$ cat src/rtl/registro_deserializador_if.sv
`default_nettype none
// ============================================================================
// Module      : registro_deserializador_if
// Description : Serial receive bus for registro_deserializador.
//               master : the serial source and the word consumer.
//               slave  : the deserializer.
//   ENB   bit qualifier           DIR   bit order (1 = MSB-first)
//   S_IN  serial data, idle 0     ACK   consumer acknowledge
//   Q     delivered word          VALID word on Q is unacknowledged
//   PERR  parity error for Q      OVR   sticky overrun
//   BUSY  frame in progress
// Revision    : 1.0 - initial release
// ============================================================================
interface registro_deserializador_if #(
  parameter int WIDTH = 4
);
  logic             ENB;
  logic             DIR;
  logic             S_IN;
  logic             ACK;
  logic [WIDTH-1:0] Q;
  logic             VALID;
  logic             PERR;
  logic             OVR;
  logic             BUSY;

  modport master (
    output ENB, DIR, S_IN, ACK,
    input  Q, VALID, PERR, OVR, BUSY
  );

  modport slave (
    input  ENB, DIR, S_IN, ACK,
    output Q, VALID, PERR, OVR, BUSY
  );
endinterface
`default_nettype wire

$ cat src/rtl/registro_deserializador.sv
`default_nettype none
// ============================================================================
// Module      : registro_deserializador
// Description : Serial-to-parallel receiver. A start bit (S_IN=1 while idle)
//               opens a frame of WIDTH data bits plus an optional even-parity
//               bit; the assembled word is delivered on Q with a VALID/ACK
//               handshake. Unacknowledged words cause an overrun (OVR).
//   clk  : clock, rising edge
//   RST  : asynchronous active-high reset
//   bus  : registro_deserializador_if.slave (ENB, DIR, S_IN, ACK in;
//          Q, VALID, PERR, OVR, BUSY out)
// Revision    : 1.0 - initial release
// ============================================================================
module registro_deserializador #(
  parameter int WIDTH     = 4,
  parameter int PARITY_EN = 1
) (
  input  logic                        clk,
  input  logic                        RST,
  registro_deserializador_if.slave    bus
);

  localparam int                  c_CNT_W = (WIDTH > 2) ? $clog2(WIDTH) : 1;
  localparam logic [c_CNT_W-1:0]  c_LAST  = c_CNT_W'(WIDTH - 1);

  typedef enum logic [1:0] {
    ST_IDLE = 2'd0,
    ST_DATA = 2'd1,
    ST_PAR  = 2'd2
  } state_t;

  state_t             r_state;
  state_t             w_state_next;
  logic [WIDTH-1:0]   r_shift;
  logic [WIDTH-1:0]   w_shift_next;
  logic [WIDTH-1:0]   w_shift_in;
  logic [c_CNT_W-1:0] r_cnt;
  logic [c_CNT_W-1:0] w_cnt_next;
  logic               r_dir;
  logic               w_dir_next;
  logic               w_done;
  logic [WIDTH-1:0]   w_word;
  logic               w_perr;

  logic [WIDTH-1:0]   r_q;
  logic               r_valid;
  logic               r_perr;
  logic               r_ovr;

  // Shift register contents after taking in the current S_IN under the
  // direction latched with the start bit.
  assign w_shift_in = r_dir ? {r_shift[WIDTH-2:0], bus.S_IN}
                            : {bus.S_IN, r_shift[WIDTH-1:1]};

  // --------------------------------------------------------------------------
  // Next-state / frame assembly
  // --------------------------------------------------------------------------
  always_comb begin
    w_state_next = r_state;
    w_shift_next = r_shift;
    w_cnt_next   = r_cnt;
    w_dir_next   = r_dir;
    w_done       = 1'b0;
    w_word       = w_shift_in;
    w_perr       = 1'b0;

    if (bus.ENB) begin
      case (r_state)
        ST_IDLE: begin
          if (bus.S_IN) begin
            w_state_next = ST_DATA;
            w_dir_next   = bus.DIR;
            w_cnt_next   = '0;
            w_shift_next = '0;
          end
        end
        ST_DATA: begin
          w_shift_next = w_shift_in;
          w_cnt_next   = r_cnt + c_CNT_W'(1);
          if (r_cnt == c_LAST) begin
            w_cnt_next = '0;
            if (PARITY_EN != 0) begin
              w_state_next = ST_PAR;
            end else begin
              w_state_next = ST_IDLE;
              w_done       = 1'b1;
              w_word       = w_shift_in;
            end
          end
        end
        ST_PAR: begin
          // Even parity: any odd total of ones across data+parity is an error.
          w_state_next = ST_IDLE;
          w_done       = 1'b1;
          w_word       = r_shift;
          w_perr       = (^r_shift) ^ bus.S_IN;
        end
        default: begin
          w_state_next = ST_IDLE;
        end
      endcase
    end
  end

  always_ff @(posedge clk or posedge RST) begin
    if (RST) begin
      r_state <= ST_IDLE;
      r_shift <= '0;
      r_cnt   <= '0;
      r_dir   <= 1'b0;
    end else begin
      r_state <= w_state_next;
      r_shift <= w_shift_next;
      r_cnt   <= w_cnt_next;
      r_dir   <= w_dir_next;
    end
  end

  // --------------------------------------------------------------------------
  // Delivery and handshake. A completion always takes priority over a plain
  // acknowledge; an ACK coinciding with completion lets the new word replace
  // the old one instead of overrunning.
  // --------------------------------------------------------------------------
  always_ff @(posedge clk or posedge RST) begin
    if (RST) begin
      r_q     <= '0;
      r_valid <= 1'b0;
      r_perr  <= 1'b0;
      r_ovr   <= 1'b0;
    end else if (w_done) begin
      if (!r_valid || bus.ACK) begin
        r_q     <= w_word;
        r_perr  <= w_perr;
        r_valid <= 1'b1;
      end else begin
        r_ovr   <= 1'b1;
      end
    end else if (bus.ACK && r_valid) begin
      r_valid <= 1'b0;
      r_ovr   <= 1'b0;
    end
  end

  assign bus.Q     = r_q;
  assign bus.VALID = r_valid;
  assign bus.PERR  = r_perr;
  assign bus.OVR   = r_ovr;
  assign bus.BUSY  = (r_state != ST_IDLE);

endmodule
`default_nettype wire

$ cat src/flat_wrapper.sv
// flat-port wrapper written by rule: the top's interface ports become plain ports
module registro_deserializador_flat 
#(
  parameter int WIDTH     = 4,
  parameter int PARITY_EN = 1
)
  (clk, RST, bus_ENB, bus_DIR, bus_S_IN, bus_ACK, bus_Q, bus_VALID, bus_PERR, bus_OVR, bus_BUSY);
  registro_deserializador_if #(.WIDTH(WIDTH)) bus_i ();
  input  logic clk;
  input  logic RST;
  input wire logic [$bits(bus_i.ENB)-1:0] bus_ENB;
  input wire logic [$bits(bus_i.DIR)-1:0] bus_DIR;
  input wire logic [$bits(bus_i.S_IN)-1:0] bus_S_IN;
  input wire logic [$bits(bus_i.ACK)-1:0] bus_ACK;
  output wire logic [$bits(bus_i.Q)-1:0] bus_Q;
  output wire logic [$bits(bus_i.VALID)-1:0] bus_VALID;
  output wire logic [$bits(bus_i.PERR)-1:0] bus_PERR;
  output wire logic [$bits(bus_i.OVR)-1:0] bus_OVR;
  output wire logic [$bits(bus_i.BUSY)-1:0] bus_BUSY;
  assign bus_i.ENB = bus_ENB;
  assign bus_i.DIR = bus_DIR;
  assign bus_i.S_IN = bus_S_IN;
  assign bus_i.ACK = bus_ACK;
  assign bus_Q = bus_i.Q;
  assign bus_VALID = bus_i.VALID;
  assign bus_PERR = bus_i.PERR;
  assign bus_OVR = bus_i.OVR;
  assign bus_BUSY = bus_i.BUSY;
  registro_deserializador #(.WIDTH(WIDTH), .PARITY_EN(PARITY_EN)) u_core (.clk(clk), .RST(RST), .bus(bus_i));
endmodule
$ cat config.mk
export PLATFORM = sky130hd
export DESIGN_NAME = registro_deserializador_flat
export DESIGN_NICKNAME = d
export VERILOG_FILES = /design/src/rtl/registro_deserializador_if.sv /design/src/rtl/registro_deserializador.sv /design/src/flat_wrapper.sv
export SDC_FILE = /design/constraint.sdc
export NUM_CORES = 1
export LEC_CHECK = 0
export ABC_AREA = 1
export ABC_CLOCK_PERIOD_IN_PS = 1300
export CORE_MARGIN = 3
export CORE_UTILIZATION = 49
export DETAILED_ROUTE_END_ITERATION = 7
export PLACE_DENSITY_LB_ADDON = 0.1
export SLEW_MARGIN = 20
export SYNTH_ARGS = -nofsm -noshare
export SYNTH_HDL_FRONTEND = slang
export SYNTH_SLANG_ARGS = --single-unit
export TNS_END_PERCENT = 10
$ cat constraint.sdc
create_clock -name clk -period 1.3 [get_ports clk]
set_input_delay 0.13 -clock clk [delete_from_list [all_inputs] [get_ports clk]]
set_output_delay 0.13 -clock clk [all_outputs]
set_load 0.01 [all_outputs]
==> flow_summary_export.csv <==
group,metric,value,unit
run_status,status,"finished, final reports clean",
yosys,seq_area_frac_synth,50.71,%
critical_path,rr_startpoint,"u_core.r_state[0]",
drt,drt-pass1-iter-count,4,
drt,drc_errors,0,
pwr,p_clk_share,14.1,%
job,maxCapViolations,0,
cts,cts.sinks,16,
sta,finalCritPeriodShare,95.33,%
yosys,synth-async-reset-ratio,100.0,%
critical_path,required,1510,ps
final_layout,fin_util,74.24,%
drt,drtIter0Drc,15,
critical_path,crit_path_top_delay_cell,"dfrtp_1",
floorplanning,die_h,46.14,µm
yosys,synth_top_area_share,50.71,%
yosys,ys_ff_latch,16,
critical_path,critical-path-max-stage-delay,410,ps
yosys,synthTopCellsByCount,"nand2_1 (24), dfrtp_1 (16), o21ai_0 (16)",
cts,clock_path_buffers,2,
yosys,yosys_warnings,0,
cts,path_clk_slew,100,ps
yosys,synth.area.top_cells,"dfrtp_1 (51%), nand2_1 (11%), o21ai_0 (10%), inv_1 (5.2%), nand3_1 (3.8%)",
hold_path,hold_path.class,"in -> async",
critical_path,reg2regPathDepth,7,
placement,place_inst,128,
drt,wirelength,1723,µm
global_routing,antenna_found_initial,0,
final_layout,final_cell_area,1039,µm²
sta,max_freq,0.8069,GHz
placement,place_congestion,0.8415,
yosys,post-synth-top-count-cell,"nand2_1",
critical_path,crit_chain,"nor2_2, buf_6, a21boi_4, inv_2, nor2_4, nand2_1, o21ai_0",
sta,finClkSkew,4.642,ps
yosys,synthesis.area,789.5,µm²
critical_path,r2r_slack,60,ps
final_layout,drive_gt1_share,19.17,%
floorplanning,core,1399,µm²
final_layout,diodes,0,
cts,clock_latency,290,ps
global_routing,track_usage,20.68,%
yosys,yosysTopAreaCell,"dfrtp_1",
drt,wl_per_cell,12.76,µm
sta,hold_ws,127.3,ps
pwr,swShare,40.76,%
drt,vias,707,
pwr,p_leak,0.5361,nW
placement,place_hpwl,1223,µm
critical_path,arrival,1450,ps
critical_path,critPathCapture,"u_core.r_shift[3]",
drt,drtAntennaViolNets,0,
floorplanning,initial_utilization,56.44,%
final_layout,area_growth,31.54,%
placement,dp_slack,-85.21,ps
pwr,seqPwrFrac,38.1,%
floorplanning,fp.dieW,46.14,µm
critical_path,endpoint_kind,"flip-flop",
pwr,ir_worst_vdd,0.001250,V
yosys,syn_inst,95,
yosys,ys_types,20,
sta,rsz0062_at_grt,"yes",
yosys,synth_edf_count,0,
critical_path,critPathKind,"reg -> reg",
cts,cts_tree,"built",
floorplanning,num_io_pins,14,
placement,dpl_cell_area,979.7,µm²
global_routing,grt_pass1_wl,3015,µm
final_layout,layout.nets,128,
pwr,p_comb_share,47.7,%
cts,cts_root_buf,"clkbuf_4",
pwr,net-switching-power,0.0009664,W
drt,vias_per_cell,5.237,
yosys,yosys_most_used_dff,"dfrtp_1",
cts,cts_hold_buf,0,
critical_path,startpoint_type,"flip-flop",
critical_path,path_max_fanout,8,
global_routing,grt.overflow.total,0,
placement,portBuffers,13,
yosys,postSynthAreaPerCell,8.311,µm²
sta,worst_slew_pin_slew,244.8,ps
sta,drv_slew,0,
pwr,pwr_density_cell,2283,nW/µm²
final_layout,final_cells,135,
critical_path,regToRegEndpoint,"u_core.r_shift[3]",
critical_path,critPathLaunch,"u_core.r_state[0]",
floorplanning,dieArea,2129,µm²
cts,htreeDepth,1,
sta,hold_viol,0,
yosys,syn-num-nets,102,
global_routing,grt_pass1_vias,727,
sta,setup_ws,60.67,ps
sta,setup_violations,0,
floorplanning,num_rows,13,
pwr,p_int,0.001405,W
sta,fin_crit,1239,ps
cts,numCtsBuffers,3,
sta,slew-limit-headroom,83.68,%
global_routing,grt_max_degree,17,
==> sequential cells by signal (all words and copies together), names as in the netlist <==
signal / flops
u_core.bus.OVR: 1
u_core.r_cnt: 2
u_core.bus.Q: 4
u_core.r_dir: 1
u_core.r_state: 2
u_core.r_shift: 4
u_core.bus.VALID: 1
u_core.bus.PERR: 1
==> critical path, delay by kind of cell (launching register included) <==
family          cells  cell delay [ps]
compound gates      2              220
buf+inv             2              200
flops               1              410
simple gates        3              330
==> cell usage in the layout, fill, tap and decap left out, drive strengths merged <==
master / instances
nand3: 6
clkbuf: 5
a21boi: 1
nand3b: 1
xnor2: 1
xor2: 1
inv: 12
o22a: 1
mux2: 1
nand2: 24
clkdlybuf4s50: 5
dlygate4sd2: 7
nor3: 2
a21oi: 5
buf: 9
dfrtp: 16
nor2: 5
ha: 1
o21ai: 17
==> through the flow <==
stage / power, W / TNS [ps]
after floorplan: 0.001558 / 0
after global placement: 0.001952 / -164.7
after detailed placement: 0.002001 / -371.7
after CTS: 0.002310 / 0
after global routing: 0.002601 / -159.9
final: 0.002371 / 0
==> power groups by stage <==
stage,sequential (W),combinational [W],clock (W)
2_1_floorplan,0.000919,0.000638,0
3_3_place_gp,0.000910,0.00104,0
3_5_place_dp,0.000924,0.00108,0
4_1_cts,0.000900,0.00107,0.000339
5_1_grt,0.000953,0.00129,0.000362
6_report,0.000905,0.00113,0.000335
==> logic make-up after synthesis <==
logic type | after synthesis | synth area share, %
multiplexers | 1 | 1.426
XOR/XNOR | 2 | 2.219
flip-flops | 16 | 50.71
adder cells (fa/ha/maj) | 1 | 1.585
AO/OA/AOI/OAI | 24 | 16.48
AND/OR/NAND/NOR | 38 | 21.40
buffers and inverters | 13 | 6.180
==> timing repair <==
action / 4_1_cts / 5_1_grt
buffers inserted: 2 / 1
endpoints found under the setup margin: 8 / 5
gates resized for setup: 8 / 8
gates cloned: 0 / 0
pin swaps: 1 / 2
==> layout make-up <==
| cell class | instances | area, µm² |
|---|---|---|
| Tap cell | 15 | 18.77 |
| Multi-Input combinational cell | 66 | 350.3 |
| Sequential cell | 16 | 400.4 |
| Inverter | 12 | 45.04 |
| Clock buffer | 4 | 36.28 |
| Timing Repair Buffer | 22 | 187.7 |
| Fill cell | 111 | 360.3 |
==> worst min-delay path by stage <==
stage                                  to  depth (start not counted)
after floorplan            u_core.bus.OVR                          1
after global placement    u_core.r_cnt[1]                          3
after detailed placement  u_core.r_cnt[1]                          3
after CTS                 u_core.r_cnt[1]                          3
after global routing      u_core.bus.Q[2]                          3
final                     u_core.r_cnt[0]                          3
==> per-layer routing <==
metal / part of all wire, % / vias to the layer above / track usage [%]
met3: 6.6 / 4 / 5.078
met4: 2.4 / 0 / 14.20
li1: - / 361 / -
met5: 0 / - / 0
met1: 43 / 317 / 24.08
met2: 48 / 25 / 32.97
(Power assumes the default switching activity.)
